==> config.mk <==
export PLATFORM = sky130hd
export DESIGN_NAME = emu_core
export DESIGN_NICKNAME = d
export VERILOG_FILES = /design/src/rtl/emu_pkg.sv /design/src/rtl/lfsr56.sv /design/src/rtl/emu_core.sv
export SDC_FILE = /design/constraint.sdc
export NUM_CORES = 1
export LEC_CHECK = 0
export CAP_MARGIN = 30
export CORE_AREA = 2 2 97 118
export DETAILED_ROUTE_END_ITERATION = 8
export DIE_AREA = 0 0 99 120
export PLACE_DENSITY = 0.86
export SYNTH_ARGS = -nofsm -noshare
export SYNTH_HDL_FRONTEND = slang
export SYNTH_SLANG_ARGS = --single-unit
==> constraint.sdc <==
create_clock -name clk -period 9.38 [get_ports clk]
set_input_delay 1.876 -clock clk [delete_from_list [all_inputs] [get_ports clk]]
set_output_delay 1.876 -clock clk [all_outputs]
set_load 0.005 [all_outputs]
==> src/rtl/emu_pkg.sv <==
// emu_pkg: shared types and constants for the challenge/response emulation core.
// Holds the FSM state type, the challenge LFSR width, its tap positions and the
// feedback helper used by lfsr56.
package emu_pkg;

    localparam int LFSR_W = 56;
    localparam int TAP0   = 55;
    localparam int TAP1   = 54;
    localparam int TAP2   = 34;
    localparam int TAP3   = 33;

    typedef enum logic [2:0] {
        ST_IDLE,
        ST_GUARD,
        ST_EVAL,
        ST_GAP,
        ST_DONE
    } state_t;

    function automatic logic lfsr_fb(input logic [LFSR_W-1:0] v);
        return v[TAP0] ^ v[TAP1] ^ v[TAP2] ^ v[TAP3];
    endfunction

endpackage

==> src/rtl/lfsr56.sv <==
// lfsr56: combinational one-step advance of the 56-bit challenge register.
// Ports:
//   chl_i  current challenge
//   chl_o  challenge after one LFSR step (zero is passed through unchanged)
module lfsr56
    import emu_pkg::*;
(
    input  logic [LFSR_W-1:0] chl_i,
    output logic [LFSR_W-1:0] chl_o
);

    // Zero is the lock-up state of this LFSR, so it is never stepped.
    assign chl_o = (chl_i == '0) ? chl_i : {chl_i[LFSR_W-2:0], lfsr_fb(chl_i)};

endmodule

==> src/rtl/emu_core.sv <==
// emu_core: emulated challenge/response evaluator with guard, repeat and run control.
// Ports:
//   clk, rst_n       core clock, synchronous active-low reset
//   i_go / o_done    4-phase run handshake with the evaluation controller
//   i_chl_seed       initial challenge, loaded when a run is accepted
//   i_key1           emulation key, must be stable while a run is active
//   i_chx            challenges per run (0 behaves as 1)
//   i_grd            guard cycles before each challenge (0 = no guard)
//   i_rpt            evaluations per challenge (0 behaves as 1)
//   o_state1         current challenge register
//   o_q              registered response bit, updated on each evaluation
//   o_valid          one-cycle pulse per evaluation
//   o_done           run complete, held until i_go drops
module emu_core
    import emu_pkg::*;
(
    input  logic              clk,
    input  logic              rst_n,
    input  logic              i_go,
    input  logic [LFSR_W-1:0] i_chl_seed,
    input  logic [LFSR_W-1:0] i_key1,
    input  logic [7:0]        i_chx,
    input  logic [7:0]        i_grd,
    input  logic [3:0]        i_rpt,
    output logic [LFSR_W-1:0] o_state1,
    output logic              o_q,
    output logic              o_valid,
    output logic              o_done
);

    state_t              state_q, state_d;
    logic [LFSR_W-1:0]   chl_q, chl_d, chl_step;
    logic                q_q, q_d;
    logic [3:0]          rpt_q, rpt_d, rpt_inc, eff_rpt;
    logic [7:0]          chx_q, chx_d, chx_inc, eff_chx;
    logic [7:0]          grd_q, grd_d;
    state_t              enter_st;

    lfsr56 u_lfsr (
        .chl_i (chl_q),
        .chl_o (chl_step)
    );

    assign eff_rpt  = (i_rpt == '0) ? 4'd1 : i_rpt;
    assign eff_chx  = (i_chx == '0) ? 8'd1 : i_chx;
    // rpt_q < eff_rpt <= 15 and chx_q < eff_chx <= 255, so neither increment wraps.
    assign rpt_inc  = rpt_q + 4'd1;
    assign chx_inc  = chx_q + 8'd1;
    // A zero guard skips GUARD entirely and goes straight to the evaluation.
    assign enter_st = (i_grd == '0) ? ST_EVAL : ST_GUARD;

    always_comb begin
        state_d = state_q;
        chl_d   = chl_q;
        rpt_d   = rpt_q;
        chx_d   = chx_q;
        grd_d   = grd_q;
        unique case (state_q)
            ST_IDLE: begin
                if (i_go) begin
                    chl_d   = (i_chl_seed == '0) ? LFSR_W'(1) : i_chl_seed;
                    rpt_d   = '0;
                    chx_d   = '0;
                    grd_d   = i_grd;
                    state_d = enter_st;
                end
            end
            ST_GUARD: begin
                if (!i_go) begin
                    state_d = ST_IDLE;
                end else if (grd_q <= 8'd1) begin
                    state_d = ST_EVAL;
                end else begin
                    grd_d = grd_q - 8'd1;
                end
            end
            ST_EVAL: state_d = i_go ? ST_GAP : ST_IDLE;
            ST_GAP: begin
                if (!i_go) begin
                    state_d = ST_IDLE;
                end else if (rpt_inc < eff_rpt) begin
                    rpt_d   = rpt_inc;
                    state_d = ST_EVAL;
                end else begin
                    chl_d   = chl_step;
                    rpt_d   = '0;
                    chx_d   = chx_inc;
                    grd_d   = i_grd;
                    state_d = (chx_inc == eff_chx) ? ST_DONE : enter_st;
                end
            end
            ST_DONE: state_d = i_go ? ST_DONE : ST_IDLE;
            default: state_d = ST_IDLE;
        endcase
        // The response is captured on entry to EVAL so it appears together with o_valid.
        q_d = (state_d == ST_EVAL) ? ^(chl_d & i_key1) : q_q;
    end

    always_ff @(posedge clk) begin
        if (!rst_n) begin
            state_q <= ST_IDLE;
            chl_q   <= '0;
            q_q     <= 1'b0;
            rpt_q   <= '0;
            chx_q   <= '0;
            grd_q   <= '0;
        end else begin
            state_q <= state_d;
            chl_q   <= chl_d;
            q_q     <= q_d;
            rpt_q   <= rpt_d;
            chx_q   <= chx_d;
            grd_q   <= grd_d;
        end
    end

    assign o_state1 = chl_q;
    assign o_q      = q_q;
    assign o_valid  = (state_q == ST_EVAL);
    assign o_done   = (state_q == ST_DONE);

endmodule

==> impl_metrics.csv <==
group,metric,value,unit
outcome,status,"completed",
power,finalPower,1.17,mW
critical_path,crit_fanout,23,
power,leakage,2.79,nW
critical_path,cp-start-kind,"primary input",
layout,antenna_cells,0,
critical_path,crit_arrival,6.75,ns
power,power_frac_seq,33.5,%
layout,register_area,1600,um2
clock_network,cts_resized,0,
timing,skew,0.00935,ns
synthesis,syn_nets,765,
clock_network,cts_hold_buf,0,
critical_path,slowest_delay,0.77,ns
floorplanning,core_region_area,10800,um2
grt,gr-total-overflow,0,
clock_network,cts_buffer_depth,2,
placed_design,dp_hpwl,15600,um
critical_path,crit_required,9.62,ns
synthesis,synth.most_common_cell,"dfxtp_1",
clock_network,insertion_delay,0.35,ns
run,max_cap_viol_count,0,
routing,vias,5984,
synthesis,syn_inst,622,
routing,drc,0,
synthesis,synth_area,5190,um2
grt,grt_max_degree,52,
routing,vias_per_cell,6.40,
critical_path,crit_top_cell,"xnor3_1",
synthesis,yosysWarningCount,0,
timing,max_freq,0.153,GHz
power,comb_power_share,30.3,%
timing,max-slew-margin-rel,37.1,%
floorplanning,floorplan.initialDensity,48.2,%
clock_network,clk_pin_slew,0.07,ns
timing,fin_crit_sh,69.5,%
timing,rsz0062_at_grt,"no",
floorplanning,die_h,120,um
routing,wire_per_inst,21.8,um
placed_design,dp_slack,2.62,ns
synthesis,ys_seq_area_share,30.8,%
clock_network,post-cts-setup-buffer-count,0,
timing,timing.setup.tns,0,ns
synthesis,synth.top_cell.area_share,30.8,%
power,pwr-share-clk,36.2,%
synthesis,ys_seq_elements,80,
routing,dr.first_iter.drc_count,701,
critical_path,critPathSlowestCell,"nor4_4",
floorplanning,rows,42,
placed_design,port_buffers,193,
power,switchingPower,323,uW
power,cellPowerDensity,154,nW/um2
synthesis,syn_area_per_cell,8.35,um2
timing,tightest_slew,0.937,ns
grt,grt_pass1_wl,31100,um
layout,drive_gt1_share,4.11,%
grt,antenna_found_initial,0,
hold_path,hold_path_class,"reg2reg",
floorplanning,fp.dieW,99,um
critical_path,crit_chain,"clkdlybuf4s50_1, inv_1, ha_1, o21a_1, nor2_1, nor4_4, buf_4, and2_1, a222oi_1, nor2b_1, xnor2_1, xnor3_1, xnor3_1, xnor3_1, mux2i_1, nor2_1",
synthesis,synthFlopType,"dfxtp_1",
synthesis,async_flop_share,0,%
timing,finalWorstSetupSlack,2.86,ns
layout,area_growth,45.3,%
power,peakVddDrop,0.0957,mV
synthesis,yosysUniqueCellTypes,57,
critical_path,crit_type,"in2reg",
clock_network,cts_made_buffers,9,
clock_network,cts_tree,"built",
timing,setup_violations,0,
synthesis,synth_edf_count,0,
routing,ant_nets,0,
grt,grt_usage,33.4,%
timing,period_needed,6.52,ns
placed_design,gp_congestion,0.956,
critical_path,cp_num_buf_inv,3,
critical_path,crit_family,"simple AND/OR/NAND/NOR gates",
layout,fillers,850,
power,p_int,842,uW
synthesis,synth_common_cells,"dfxtp_1, nor2_1, nand2_1",
critical_path,end_kind,"flip-flop",
clock_network,ctsHtreeMaxLevel,3,
timing,hold_viol_final,0,
layout,multi_input_area,3390,um2
floorplanning,io_pins,194,
routing,first_pass_iters,8,
floorplanning,dieArea,11900,um2
clock_network,cts_sinks,80,
timing,slew_viol_final,0,
clock_network,cts_root_buf,"clkbuf_16",
grt,grt_pass1_vias,5828,
routing,finalWirelength,20400,um
layout,layout.nets,941,
power,switching_share,27.7,%
synthesis,synth.area.top_cells,"dfxtp_1, a222oi_1, xnor3_1",
synthesis,yosysTopAreaCell,"dfxtp_1",
power groups by stage:
stage	clock [mW]	combinational [mW]	sequential, mW
after floorplan	0	0.208	0.387
after global placement	0	0.338	0.396
after detailed placement	0	0.345	0.396
after CTS	0.422	0.347	0.389
after global routing	0.440	0.371	0.392
final	0.422	0.353	0.391
registers in the layout, summed over array words and instances (netlist names):
| register | cells |
|---|---|
| chx_q | 8 |
| grd_q | 8 |
| o_q | 1 |
| o_state1 | 56 |
| rpt_q | 4 |
| state_q | 3 |
cell type report:
cell class                 instances  area share, %
clock buffer                      11           3.35
clock inverter                     5           1.36
inverter                          13          0.646
multi-input combinational        496           44.9
sequential                        80           21.2
tap                              132           2.19
timing repair buffer             198           26.4
layout by cell type, fill, tap and decap left out, types with 4 or more instances in the layout:
| cell type | netlist | layout |
|---|---|---|
| a222oi_1 | 30 | 30 |
| nor2b_1 | 33 | 33 |
| clkdlybuf4s50_1 | 0 | 193 |
| a21oi_1 | 24 | 24 |
| and2_1 | 24 | 24 |
| a211oi_1 | 4 | 4 |
| o211ai_1 | 5 | 5 |
| a31oi_1 | 5 | 5 |
| o21ai_0 | 30 | 30 |
| buf_4 | 3 | 4 |
| xnor2_1 | 31 | 31 |
| nor2_1 | 63 | 62 |
| nor4_1 | 31 | 31 |
| nand3_1 | 9 | 9 |
| a22oi_1 | 21 | 21 |
| mux2i_1 | 7 | 7 |
| dfxtp_1 | 80 | 80 |
| nor3_1 | 16 | 16 |
| clkbuf_16 | 0 | 9 |
| xor2_1 | 18 | 18 |
| ha_1 | 8 | 8 |
| xnor3_1 | 13 | 13 |
| nand4_1 | 7 | 7 |
| and3_1 | 8 | 8 |
| o221ai_1 | 5 | 5 |
| nand2_1 | 61 | 61 |
| inv_1 | 13 | 13 |
path summary, 6_finish.rpt:
kind                                from        to  slack [ns]  depth (start not counted)
worst max register to register  rpt_q[0]       o_q        4.17                         16
worst max-delay path            i_rpt[2]       o_q        2.86                         16
worst min-delay path            grd_q[3]  grd_q[3]        0.51                          2
worst min register to register  grd_q[3]  grd_q[3]        0.51                          2
layer usage:
layer  track usage [%]  part of all wire [%]  up-vias
met2              58.4                    49      453
met5                 0                     0        -
li1                  -                     -     2656
met3              9.20                    11       68
met4              13.6                   3.7        0
met1              38.2                    36     2807
worst register-to-register path: stages, from the launching register on:
cell	delay [ns]
dfxtp_1	0.35
ha_1	0.23
xor2_1	0.15
ha_1	0.29
o21a_1	0.12
nor2_1	0.09
nor4_4	0.77
buf_4	0.42
and2_1	0.67
a222oi_1	0.19
nor2b_1	0.21
xnor2_1	0.15
xnor3_1	0.43
xnor3_1	0.44
xnor3_1	0.40
mux2i_1	0.14
nor2_1	0.05
kinds of logic (layout without fill, tap and decap cells):
logic type	after synthesis	in the layout	synth area share [%]
mux	8	8	1.57
xor+xnor	63	63	14.2
flops	80	80	30.8
compound gates	143	143	19.8
simple gates	274	274	27.4
buf+inv	46	227	4.24
fa+ha+maj	8	8	1.93
per-stage QoR:
step / hold WS [ns] / util [%] / cells / cell area (um2)
floorplan: 0.450 / - / 622 / 5190
global placement: 0.460 / 66.5 / 918 / 7170
detailed placement: 0.500 / 66.8 / 919 / 7190
CTS: 0.515 / 70.1 / 935 / 7550
global route: 0.553 / 70.1 / 935 / 7550
finish: 0.514 / 70.1 / 935 / 7550
(Power assumes the default switching activity.)
